--- src/rtl/mem_responder.sv ---
// mem_responder: single-outstanding request target in front of an on-chip
// register array. A request is captured from IDLE, held for WAIT_CYCLES
// wait states, then completed with a one-cycle ack carrying read data and
// an out-of-range error flag.
module mem_responder #(
  parameter int ADDR_W      = 6,
  parameter int DATA_W      = 8,
  parameter int DEPTH       = 64,
  parameter int WAIT_CYCLES = 2
) (
  input  logic              clk,
  input  logic              rst,
  input  logic              en,
  input  logic              wr,
  input  logic [ADDR_W-1:0] addr,
  input  logic [DATA_W-1:0] din,
  output logic              busy,
  output logic              ack,
  output logic [DATA_W-1:0] dout,
  output logic              err,
  output logic [15:0]       txn_cnt
);

  // One extra bit so DEPTH == 2**ADDR_W is representable for the range compare.
  localparam logic [ADDR_W:0] DEPTH_C   = (ADDR_W+1)'(DEPTH);
  // Counter preload; the WAIT state is bypassed entirely when WAIT_CYCLES is 0.
  localparam logic [3:0]      WAIT_LOAD = (WAIT_CYCLES > 0) ? 4'(WAIT_CYCLES - 1) : 4'd0;

  typedef enum logic [1:0] {
    S_IDLE = 2'd0,
    S_WAIT = 2'd1,
    S_RESP = 2'd2
  } state_t;

  state_t              state_r;
  state_t              state_s;
  logic [3:0]          wait_cnt_r;
  logic [3:0]          wait_cnt_s;
  logic                capture_s;
  logic                access_s;
  logic                in_range_s;

  logic                wr_r;
  logic [ADDR_W-1:0]   addr_r;
  logic [DATA_W-1:0]   din_r;

  logic [DATA_W-1:0]   mem_r [DEPTH];

  logic                ack_r;
  logic                err_r;
  logic [DATA_W-1:0]   dout_r;
  logic [15:0]         txn_cnt_r;

  // Only the captured address decides range; live inputs never reach the access.
  assign in_range_s = ({1'b0, addr_r} < DEPTH_C);

  // Next-state, wait counter and capture/access strobes.
  always_comb begin
    state_s    = state_r;
    wait_cnt_s = wait_cnt_r;
    capture_s  = 1'b0;
    access_s   = 1'b0;
    case (state_r)
      S_IDLE: begin
        if (en) begin
          capture_s = 1'b1;
          if (WAIT_CYCLES > 0) begin
            state_s    = S_WAIT;
            wait_cnt_s = WAIT_LOAD;
          end else begin
            state_s    = S_RESP;
          end
        end else begin
          state_s = S_IDLE;
        end
      end
      S_WAIT: begin
        if (wait_cnt_r == 4'd0) begin
          state_s = S_RESP;
        end else begin
          wait_cnt_s = wait_cnt_r - 4'd1;
        end
      end
      S_RESP: begin
        access_s = 1'b1;
        state_s  = S_IDLE;
      end
      default: begin
        state_s    = S_IDLE;
        wait_cnt_s = 4'd0;
      end
    endcase
  end

  // State register and wait counter.
  always_ff @(posedge clk or posedge rst) begin
    if (rst) begin
      state_r    <= S_IDLE;
      wait_cnt_r <= 4'd0;
    end else begin
      state_r    <= state_s;
      wait_cnt_r <= wait_cnt_s;
    end
  end

  // Request capture; only loaded when a request is accepted in IDLE.
  always_ff @(posedge clk or posedge rst) begin
    if (rst) begin
      wr_r   <= 1'b0;
      addr_r <= '0;
      din_r  <= '0;
    end else if (capture_s) begin
      wr_r   <= wr;
      addr_r <= addr;
      din_r  <= din;
    end
  end

  // Register array; writes happen only on the completion edge and only in range.
  always_ff @(posedge clk or posedge rst) begin
    if (rst) begin
      for (int i = 0; i < DEPTH; i++) begin
        mem_r[i] <= '0;
      end
    end else if (access_s && wr_r && in_range_s) begin
      mem_r[addr_r] <= din_r;
    end
  end

  // Completion outputs: ack/err pulse, read data, transaction counter.
  always_ff @(posedge clk or posedge rst) begin
    if (rst) begin
      ack_r     <= 1'b0;
      err_r     <= 1'b0;
      dout_r    <= '0;
      txn_cnt_r <= 16'd0;
    end else begin
      ack_r <= access_s;
      err_r <= access_s & ~in_range_s;
      if (access_s) begin
        txn_cnt_r <= txn_cnt_r + 16'd1;
        if (!in_range_s) begin
          dout_r <= '0;
        end else if (!wr_r) begin
          dout_r <= mem_r[addr_r];
        end
      end
    end
  end

  assign busy    = (state_r != S_IDLE);
  assign ack     = ack_r;
  assign err     = err_r;
  assign dout    = dout_r;
  assign txn_cnt = txn_cnt_r;

endmodule

--- config.mk ---
export PLATFORM = sky130hd
export DESIGN_NAME = mem_responder
export DESIGN_NICKNAME = d
export VERILOG_FILES = /design/src/rtl/mem_responder.sv
export SDC_FILE = /design/constraint.sdc
export NUM_CORES = 1
export LEC_CHECK = 0
export BUFFER_PORTS_ARGS = -buffer_cell sky130_fd_sc_hd__buf_2
export CORE_MARGIN = 5
export CORE_UTILIZATION = 50
export CTS_BUF_LIST = sky130_fd_sc_hd__clkbuf_8
export DETAILED_ROUTE_END_ITERATION = 8
export HOLD_SLACK_MARGIN = 0.02
export PLACE_DENSITY = 0.68
export SETUP_SLACK_MARGIN = 0.1
export SYNTH_ARGS = -nofsm -noshare
export SYNTH_HDL_FRONTEND = slang
export SYNTH_SLANG_ARGS = --single-unit
--- constraint.sdc ---
create_clock -name clk -period 19.75 [get_ports clk]
set_input_delay 3.95 -clock clk [delete_from_list [all_inputs] [get_ports clk]]
set_output_delay 3.95 -clock clk [all_outputs]
set_load 0.05 [all_outputs]
==> results.sh <==
export IMPL_worst_slew_pin_slew_ns=1.29
export IMPL_min_period_over_period_pct=30.0
export IMPL_crit_slowest_cell="buf_4"
export IMPL_detail_route_vias_per_cell=6.29
export IMPL_yosysMostFrequentCell="mux2_2"
export IMPL_max_cap_violations=0
export IMPL_period_needed_ns=5.93
export IMPL_setup_tns_ns=0
export IMPL_cts_root_buffer="clkbuf_8"
export IMPL_rsz0062_at_grt="false"
export IMPL_antennaDiodeCount=0
export IMPL_worst_slack_ns=13.82
export IMPL_pre_cts_ws_ns=13.02
export IMPL_critical_path_top_delay_family="buffers and inverters"
export IMPL_hold_start="txn_cnt[15]$_DFFE_PP0N_"
export IMPL_ys_flop_type="dfrtp_1"
export IMPL_power_density_mw_per_mm2=126
export IMPL_crit_type="in2async"
export IMPL_gp_congestion=0.860
export IMPL_grt_pass1_vias=17491
export IMPL_io_pins=45
export IMPL_antenna_found_initial=1
export IMPL_finalHoldViolCount=0
export IMPL_area_delta_synth_final_pct=10.6
export IMPL_yosysWarnings=0
export IMPL_cp_common_cell="buf_4"
export IMPL_skew_ns=0.0348
export IMPL_multi_input_area_mm2=0.0109
export IMPL_synth_common_cells="570 x mux2_2, 558 x dfrtp_1, 90 x a221oi_1, 80 x clkbuf_1, 64 x nand2_1"
export IMPL_critPathLaunch="rst"
export IMPL_synth_top_area_cell="dfrtp_1"
export IMPL_fillers=4091
export IMPL_drt_total_wl_um=70300
export IMPL_die_w_um=236
export IMPL_syn_area_per_cell_um2=13.7
export IMPL_ant_nets=0
export IMPL_drive_above_1_share_pct=46.4
export IMPL_cts_setup_buffers=0
export IMPL_cp_num_cells=4
export IMPL_ctsHoldBuffers=0
export IMPL_hpwl_um=43300
export IMPL_port_buffers=43
export IMPL_start_util_pct=50.7
export IMPL_cp_max_fo=132
export IMPL_vias=16609
export IMPL_yosysSeqAreaShare_pct=54.7
export IMPL_grt_pass1_wl_um=108000
export IMPL_end_kind="asynchronous set/reset pin"
export IMPL_critPathRequiredTime_ns=20.42
export IMPL_grt_max_degree=133
export IMPL_r2r_start="addr_r[2]$_DFFE_PP0P_"
export IMPL_num_rows=82
export IMPL_synth_top_area_share_pct=54.7
export IMPL_die_h_um=236
export IMPL_cts_buffers=94
export IMPL_clkLatencyLatePin_ns=0.69
export IMPL_synth_area_leaders="dfrtp_1 55%, mux2_2 25%, a221oi_1 3.1%"
export IMPL_syn_inst=1867
export IMPL_leakagePower_nw=13.7
export IMPL_worstPathArrival_ns=6.60
export IMPL_outcome="completed"
export IMPL_syn_num_nets=1888
export IMPL_ir_drop_v=0.0000876
export IMPL_setup_viol=0
export IMPL_seqCellArea_mm2=0.0140
export IMPL_h_tree_depth=3
export IMPL_overflow=0
export IMPL_ys_ff_latch=558
export IMPL_finalNonFillerCells=2642
export IMPL_slowest_delay_ns=0.86
export IMPL_slew_headroom_pct=14.0
export IMPL_final_max_slew_viol_count=0
export IMPL_cp_buffers_inverters=4
export IMPL_cp_cell_sequence="buf_2, inv_8, buf_4, buf_4"
export IMPL_routedWlPerCell_um=26.6
export IMPL_clkSinkCount=558
export IMPL_synth_area_mm2=0.0255
export IMPL_path_clk_slew_ns=0.06
export IMPL_fmax_mhz=169
export IMPL_ff2ff_path_depth=9
export IMPL_synth_edf_count=0
export IMPL_placed_cells=2479
export IMPL_cts_tree="yes"
export IMPL_first_pass_iters=5
export IMPL_cts_buffer_depth=3
export IMPL_post_route_drc_count=0
export IMPL_start_kind="input port"
export IMPL_grt_use_total_pct=25.1
export IMPL_die_area_mm2=0.0557
export IMPL_yosysUniqueCellTypes=63
export IMPL_synthArstFlopShare_pct=100
export IMPL_cts_resized_gates=0
export IMPL_core_mm2=0.0504
export IMPL_worst_hold_path_type="reg2reg"
export IMPL_whs_path_depth=1
export IMPL_final_nets=1924
export IMPL_drtIter0Drc=1351
sequential cells by signal (all words and copies together) (netlist names):
| name | count |
|---|---|
| state_r | 2 |
| din_r | 8 |
| ack | 1 |
| wait_cnt_r | 4 |
| dout | 8 |
| addr_r | 6 |
| wr_r | 1 |
| txn_cnt | 16 |
| mem_r | 512 |
area by class of cell:
class / count / area share [%]
flip-flops and latches: 558 / 49.5
multi-input cells: 1154 / 38.6
clock buffers: 123 / 5.99
well taps: 672 / 2.98
repair buffers: 86 / 1.91
clock inverters: 40 / 0.864
inverters: 9 / 0.146
where the power goes:
group	switching (W)	leakage [nW]	total, W	internal, W
clock	0.000470	1.09	0.00105	0.000582
sequential	0.000175	7.72	0.00143	0.00126
combinational	0.000745	4.89	0.00106	0.000319
total	0.00139	13.7	0.00355	0.00216
kinds of logic (layout without fill, tap and decap cells):
group / Yosys count / count (layout) / synth area share, %
other cells: 1 / 1 / 0.0147
compound gates: 256 / 256 / 7.55
mux: 638 / 638 / 29.4
buf+inv: 155 / 258 / 2.73
xor+xnor: 15 / 15 / 0.515
fa+ha+maj: 3 / 3 / 0.147
simple gates: 241 / 241 / 4.95
flops: 558 / 558 / 54.7
worst register-to-register path: stages, from the launching register on:
cell	delay, ns
dfrtp_4	0.71
buf_4	0.58
buf_4	0.65
and2_1	0.45
buf_4	0.28
nand2_1	0.08
o21ai_0	0.07
a221oi_1	0.15
a311oi_1	0.89
o32a_1	0.29
routing by layer:
layer / GRT usage (%) / vias up / wire length (µm)
met1: 33.2 / 8834 / 29100
met5: 0 / - / 0
li1: - / 7035 / -
met2: 40.7 / 582 / 34000
met4: 9.47 / 0 / 2420
met3: 5.68 / 158 / 4770
path summary, 6_finish.rpt:
check                                     endpoint  slack (ns)
min in group asynchronous   mem_r[249]$_DFFE_PP0P_        3.43
setup reg to reg               dout[0]$_DFFE_PP0P_       15.55
hold reg to reg            txn_cnt[15]$_DFFE_PP0N_        0.48
setup / recovery            mem_r[370]$_DFFE_PP0P_       13.82
max in group clk                              busy       14.13
hold / removal             txn_cnt[15]$_DFFE_PP0N_        0.48
placed cells by master, fill, tap and decap left out, types with 4 or more instances in the layout:
master	count
mux4_2	32
o22ai_1	18
buf_4	43
and3_1	5
dfrtp_1	547
o21ai_0	45
dfrtp_2	8
buf_2	43
nor3_1	6
a31oi_1	5
nand2_2	32
o32a_1	5
a221o_1	7
a21oi_1	18
nor2_1	59
inv_1	30
a221oi_1	90
o2111ai_1	5
nor4_4	4
a22oi_1	26
mux2i_1	35
clkinv_2	6
nand2_1	64
a22o_1	11
mux2_2	570
nand3_1	12
xnor2_1	12
clkbuf_8	123
nor2_2	26
and2_1	5
through the flow:
stage	util, %	total power (W)	area [µm²]	hold WS (ns)
2_1_floorplan	-	0.00209	25500	0.453
3_5_place_dp	52.2	0.00250	26300	0.480
5_1_grt	56.1	0.00369	28200	0.513
4_1_cts	56.1	0.00356	28200	0.489
6_report	56.1	0.00355	28200	0.483
3_3_place_gp	52.2	0.00248	26300	0.457
Power figures use the tool's default switching activity.
